**src/rtl/fib_seq_pkg.sv**
```systemverilog
// -----------------------------------------------------------------------------
// fib_seq_pkg
//   Shared definitions for the Fibonacci register-file sequencer.
//   - ADDR_W / DATA_W : default register-file geometry (32 x 32)
//   - FIRST_IDX       : first entry the sequencer computes; entries below it
//                       are seeded by the register file reset
//   - state_e         : sequencer FSM states
// -----------------------------------------------------------------------------
package fib_seq_pkg;

  localparam int ADDR_W    = 5;
  localparam int DATA_W    = 32;
  localparam int FIRST_IDX = 2;

  typedef enum logic [1:0] {
    IDLE = 2'd0,
    RD   = 2'd1,
    WR   = 2'd2,
    DONE = 2'd3
  } state_e;

endpackage : fib_seq_pkg

```
**src/rtl/fib_reg_sequencer.sv**
```systemverilog
// -----------------------------------------------------------------------------
// fib_reg_sequencer
//   Drives a 2-read/1-write register file so that entry i = entry[i-2] +
//   entry[i-1] for i = 2 .. last_idx. Entries 0 and 1 are never written; the
//   register file reset seeds them with 1.
//
// Ports
//   clk, rst_n            : clock, asynchronous active-low reset
//   start, last_idx       : host request (sampled in IDLE only) and highest
//                           entry to compute
//   busy, done            : busy from the cycle after acceptance until DONE is
//                           left; done is a one-cycle pulse in DONE
//   overflow              : sticky carry-out of any addition, cleared on start
//   result                : last value written, held until the next start
//   rf_r1_addr/rf_r2_addr : read addresses (entries i-2 / i-1)
//   rf_r3_addr/din/wr     : write port
//   rf_r1_dout/rf_r2_dout : read data, updated by the register file on negedge
//
// Handshake: start is a single-cycle request, accepted only when the FSM is
// in IDLE; the host sees busy=1 from the next cycle and waits for done.
// Requests arriving while busy are dropped, not queued.
//
// Timing: every output is a flop. Read addresses become valid on the posedge
// that enters RD, the register file captures data on the following negedge,
// and the sum is taken on the posedge that leaves RD, so the write strobe
// and data are registered into the WR cycle.
// -----------------------------------------------------------------------------
module fib_reg_sequencer
  import fib_seq_pkg::*;
#(
  parameter int ADDR_W = fib_seq_pkg::ADDR_W,
  parameter int DATA_W = fib_seq_pkg::DATA_W
) (
  input  logic              clk,
  input  logic              rst_n,
  input  logic              start,
  input  logic [ADDR_W-1:0] last_idx,
  output logic              busy,
  output logic              done,
  output logic              overflow,
  output logic [DATA_W-1:0] result,
  output logic [ADDR_W-1:0] rf_r1_addr,
  output logic [ADDR_W-1:0] rf_r2_addr,
  output logic [ADDR_W-1:0] rf_r3_addr,
  output logic [DATA_W-1:0] rf_r3_din,
  output logic              rf_r3_wr,
  input  logic [DATA_W-1:0] rf_r1_dout,
  input  logic [DATA_W-1:0] rf_r2_dout
);

  localparam logic [ADDR_W-1:0] FIRST = ADDR_W'(FIRST_IDX);

  state_e              state_q, state_d;
  logic [ADDR_W-1:0]   idx_q, idx_d;
  logic [ADDR_W-1:0]   last_q, last_d;
  logic                busy_q, busy_d;
  logic                done_q, done_d;
  logic                ovf_q, ovf_d;
  logic [DATA_W-1:0]   result_q, result_d;
  logic [ADDR_W-1:0]   r1_addr_q, r1_addr_d;
  logic [ADDR_W-1:0]   r2_addr_q, r2_addr_d;
  logic [ADDR_W-1:0]   r3_addr_q, r3_addr_d;
  logic [DATA_W-1:0]   din_q, din_d;
  logic                wr_q, wr_d;

  // One extra bit keeps the carry-out for the sticky overflow flag.
  logic [DATA_W:0]     sum;

  assign sum = {1'b0, rf_r1_dout} + {1'b0, rf_r2_dout};

  always_comb begin
    state_d   = state_q;
    idx_d     = idx_q;
    last_d    = last_q;
    ovf_d     = ovf_q;
    result_d  = result_q;
    r1_addr_d = r1_addr_q;
    r2_addr_d = r2_addr_q;
    r3_addr_d = r3_addr_q;
    din_d     = din_q;
    wr_d      = 1'b0;

    case (state_q)
      IDLE: begin
        if (start) begin
          last_d   = last_idx;
          ovf_d    = 1'b0;
          result_d = '0;
          idx_d    = FIRST;
          if (last_idx < FIRST) begin
            state_d = DONE;
          end else begin
            state_d   = RD;
            r1_addr_d = FIRST - ADDR_W'(2);
            r2_addr_d = FIRST - ADDR_W'(1);
          end
        end
      end
      RD: begin
        // Read data was captured mid-cycle; register the write for WR.
        state_d   = WR;
        wr_d      = 1'b1;
        r3_addr_d = idx_q;
        din_d     = sum[DATA_W-1:0];
        result_d  = sum[DATA_W-1:0];
        ovf_d     = ovf_q | sum[DATA_W];
      end
      WR: begin
        // Compare before incrementing so idx never passes last (max 31).
        if (idx_q == last_q) begin
          state_d = DONE;
        end else begin
          state_d   = RD;
          idx_d     = idx_q + ADDR_W'(1);
          r1_addr_d = idx_q - ADDR_W'(1);
          r2_addr_d = idx_q;
        end
      end
      DONE: begin
        state_d = IDLE;
      end
      default: begin
        state_d = IDLE;
      end
    endcase

    busy_d = (state_d != IDLE);
    done_d = (state_d == DONE);
  end

  always_ff @(posedge clk or negedge rst_n) begin
    if (!rst_n) begin
      state_q   <= IDLE;
      idx_q     <= FIRST;
      last_q    <= '0;
      busy_q    <= 1'b0;
      done_q    <= 1'b0;
      ovf_q     <= 1'b0;
      result_q  <= '0;
      r1_addr_q <= '0;
      r2_addr_q <= '0;
      r3_addr_q <= '0;
      din_q     <= '0;
      wr_q      <= 1'b0;
    end else begin
      state_q   <= state_d;
      idx_q     <= idx_d;
      last_q    <= last_d;
      busy_q    <= busy_d;
      done_q    <= done_d;
      ovf_q     <= ovf_d;
      result_q  <= result_d;
      r1_addr_q <= r1_addr_d;
      r2_addr_q <= r2_addr_d;
      r3_addr_q <= r3_addr_d;
      din_q     <= din_d;
      wr_q      <= wr_d;
    end
  end

  assign busy       = busy_q;
  assign done       = done_q;
  assign overflow   = ovf_q;
  assign result     = result_q;
  assign rf_r1_addr = r1_addr_q;
  assign rf_r2_addr = r2_addr_q;
  assign rf_r3_addr = r3_addr_q;
  assign rf_r3_din  = din_q;
  assign rf_r3_wr   = wr_q;

endmodule : fib_reg_sequencer
```
**config.mk**
```make
export PLATFORM = sky130hd
export DESIGN_NAME = fib_reg_sequencer
export DESIGN_NICKNAME = d
export VERILOG_FILES = /design/src/rtl/fib_seq_pkg.sv /design/src/rtl/fib_reg_sequencer.sv
export SDC_FILE = /design/constraint.sdc
export NUM_CORES = 1
export LEC_CHECK = 0
export CORE_UTILIZATION = 48
export DETAILED_ROUTE_END_ITERATION = 10
export GPL_TIMING_DRIVEN = 0
export MAX_ROUTING_LAYER = met4
export PLACE_DENSITY = 0.9
export SLEW_MARGIN = 40
export SYNTH_ARGS = -nofsm -noshare
export SYNTH_HDL_FRONTEND = slang
export SYNTH_SLANG_ARGS = --single-unit
```
**constraint.sdc**
```tcl
create_clock -name clk -period 2.34 [get_ports clk]
set_clock_uncertainty 0.15 [all_clocks]
set_input_delay 0.234 -clock clk [delete_from_list [all_inputs] [get_ports clk]]
set_output_delay 0.234 -clock clk [all_outputs]
set_load 0.05 [all_outputs]
```
==> run_results.csv <==
group,metric,value,unit
status,status,"completed",
global_routing,grt_pass1_vias,5083,
final_layout,drive_above_1_share,0.140,
timing,fin_hold_ws,0.0312,ns
clocking,cts_tree,"done",
global_routing,grt.overflow.total,0,
floorplan,die_w,108,microns
detailed_routing,first_pass_iters,5,
run,maxCapViolCount,0,
clocking,clock_latency,0.36,ns
floorplan,rows,38,
global_routing,grt_pass1_wl,25100,microns
yosys,synthXorXnorAreaFrac,0.0588,
placed_design,dp_hpwl,11800,microns
yosys,yosys.area_share.simple,0.199,
worst_setup_path,end_kind,"flop",
yosys,synth-main-ff-cell,"dfrtp_1",
clocking,cts_root_buf,"clkbuf_8",
global_routing,grt_usage,0.287,
yosys,synthesis.area,5360,sq um
power_and_ir_drop,power.density,1250,nW/um^2
final_layout,syn_to_final_growth,45.4,%
final_layout,num_antenna_cells,0,
placed_design,dp_cells,903,
clocking,clkTransAtPathRegs,0.09,ns
timing,rsz0062_at_grt,"yes",
yosys,synthAdderAreaFrac,0.0831,
detailed_routing,avgViaCountPerCell,5.69,
yosys,yosys.area.top_type,"dfrtp_1",
power_and_ir_drop,leakage,3.61,nW
floorplan,start_util,0.495,
worst_setup_path,required,2.45,ns
yosys,synth.most_common_cell,"nand2_1",
worst_setup_path,startpoint_type,"input port",
clocking,cts.path.max_buffers,2,
worst_setup_path,crit_fanout,6,
clocking,cts-buffers-inserted,9,
power_and_ir_drop,vdd_drop_max,841,uV
worst_setup_path,reg2regPathDepth,8,
floorplan,die_height,108,microns
worst_setup_path,crit_arrival,2.44,ns
placed_design,gp_congestion,0.899,
placed_design,dpl_worst_slack,-0.864,ns
worst_setup_path,worstSetupPathType,"input port to flop",
clocking,clock-sinks,95,
detailed_routing,drt_iter0_markers,404,
yosys,yosys-top-cells-area,"dfrtp_1, nand2_1, ha_1",
detailed_routing,wl_per_cell,17.1,microns
floorplan,core-area,10800,sq um
min_path,min_path_cells,4,
yosys,ys_types,61,
timing,min_period_over_period,0.997,
timing,slew_violations,0,
timing,setup_slack,0.00653,ns
clocking,cts_max_level,3,
detailed_routing,routed_wl,16000,microns
timing,setup_viol,0,
final_layout,final_nets,894,
yosys,syn_inst,608,
timing,setup_tns,0,ns
yosys,ys_seq_area_frac,0.444,
detailed_routing,vias,5305,
timing,relSlewSlack,0.610,
yosys,synthArstFlopShare,1.00,
yosys,synth_top_area_share,0.439,
yosys,yosys_warnings,0,
floorplan,die_area,11600,sq um
timing,worst_slew_pin_slew,0.584,ns
yosys,muxShareOfSynthArea,0.0124,
yosys,synth_compound_area_frac,0.172,
detailed_routing,drtAntennaViolNets,0,
min_path,hold_path_class,"input port to flop",
final_layout,stdcell_count,932,
placed_design,numPortBuffers,154,
timing,min_period,2.33,ns
yosys,synth_top_family_by_area,"simple AND/OR/NAND/NOR gates",
yosys,syn_nets,715,
timing,fmax,0.429,GHz
yosys,synth.avg_cell_area,8.82,sq um
floorplan,boundaryPins,155,
global_routing,grt_max_degree,64,
yosys,synth_commonest_cells,"nand2_1, dfrtp_1, a21oi_1, ha_1, o21ai_0",
detailed_routing,drc,0,
yosys,synth_edf_count,0,
power_and_ir_drop,finalPower,9.75,mW
timing,finalHoldViolCount,0,
yosys,ys_ff_latch,95,
global_routing,antenna_found_initial,0,
[flip-flops by register name (all words and copies together), names as in the netlist, 2 cells and up]
| signal | cells |
|---|---|
| rf_r3_din | 32 |
| rf_r2_addr | 5 |
| idx_q | 5 |
| state_q | 2 |
| result | 32 |
| last_q | 5 |
| rf_r1_addr | 5 |
| rf_r3_addr | 5 |
[critical path, stage by stage]
cell and delay (ns):
clkdlybuf4s50_1 0.49, ha_2 0.33, a21oi_1 0.20, o221ai_1 0.17
a21o_1 0.22, a22oi_2 0.27, nand2b_4 0.09, xor2_2 0.17
mux2_4 0.26
[worst paths after layout]
path	from	endpoint	slack, ns
setup / recovery	rf_r1_dout[11]	rf_r3_din[24]	0.007
min in group asynchronous	rst_n	result[5]	0.16
max in group asynchronous	rst_n	idx_q[1]	1.24
hold reg to reg	rf_r3_din[2]	rf_r3_din[2]	0.33
hold / removal	rf_r1_dout[0]	rf_r3_din[0]	0.03
setup reg to reg	idx_q[2]	rf_r1_addr[4]	0.17
[repair_timing]
action | 4_1_cts | 5_1_grt
pin swaps | 11 | 30
buffers inserted | 4 | 9
endpoints found under the hold margin | 94 | 0
hold buffers | 1 | 0
gates resized for setup | 49 | 62
endpoints found under the setup margin | 41 | 49
[power breakdown]
group	total [mW]	internal [mW]	switching (mW)
combinational	5.93	1.95	3.98
clock	1.03	0.476	0.554
sequential	2.78	2.34	0.444
total	9.75	4.77	4.98
[kinds of logic (layout without fill, tap and decap cells)]
| group | count (synthesis) | count (layout) |
|---|---|---|
| multiplexers | 6 | 6 |
| XOR/XNOR | 36 | 36 |
| AO/OA/AOI/OAI | 143 | 143 |
| flip-flops | 95 | 95 |
| buffers and inverters | 41 | 225 |
| adder cells (fa/ha/maj) | 35 | 35 |
| AND/OR/NAND/NOR | 252 | 252 |
[routing by layer]
metal	GRT usage	vias to the layer above	part of all wire
li1	-	2455	-
met4	0.102	0	0.028
met5	-	-	0
met2	0.475	267	0.50
met3	0.0424	42	0.066
met1	0.360	2541	0.41
[placed cells by master (no fill, tap or decap), drive strengths merged, types with 2 or more instances in the layout]
master / n
or3: 2
o21a: 2
a21o: 11
a21oi: 41
xor2: 15
and2: 5
a22oi: 2
clkbuf: 35
ha: 34
dlymetal6s2s: 8
nand4: 7
a22o: 7
a221oi: 3
nor2: 24
nor3: 8
nand2: 175
dlygate4sd2: 8
mux2i: 4
inv: 13
nand3: 14
o31ai: 4
nand2b: 6
mux2: 2
o21bai: 5
clkinv: 2
o21ai: 43
a31oi: 3
nor4: 5
dfrtp: 94
clkdlybuf4s50: 133
a211oi: 5
buf: 25
a41o: 2
o221ai: 2
and3: 2
xnor2: 21
[stage by stage]
| step | area, sq um | utilization |
|---|---|---|
| after floorplan | 5380 | - |
| after global placement | 7090 | 0.654 |
| after detailed placement | 7120 | 0.657 |
| after CTS | 7510 | 0.693 |
| after global routing | 7800 | 0.719 |
| final | 7800 | 0.719 |
[final cells by class]
cell class	count	area, sq um
plain buffers	27	134
well taps	140	175
multi-input cells	472	3190
repair buffers	169	1680
fillers	796	3040
flip-flops and latches	95	2380
clock buffers	14	173
inverters	13	48.8
clock inverters	2	13.8
Power figures use the tool's default switching activity.
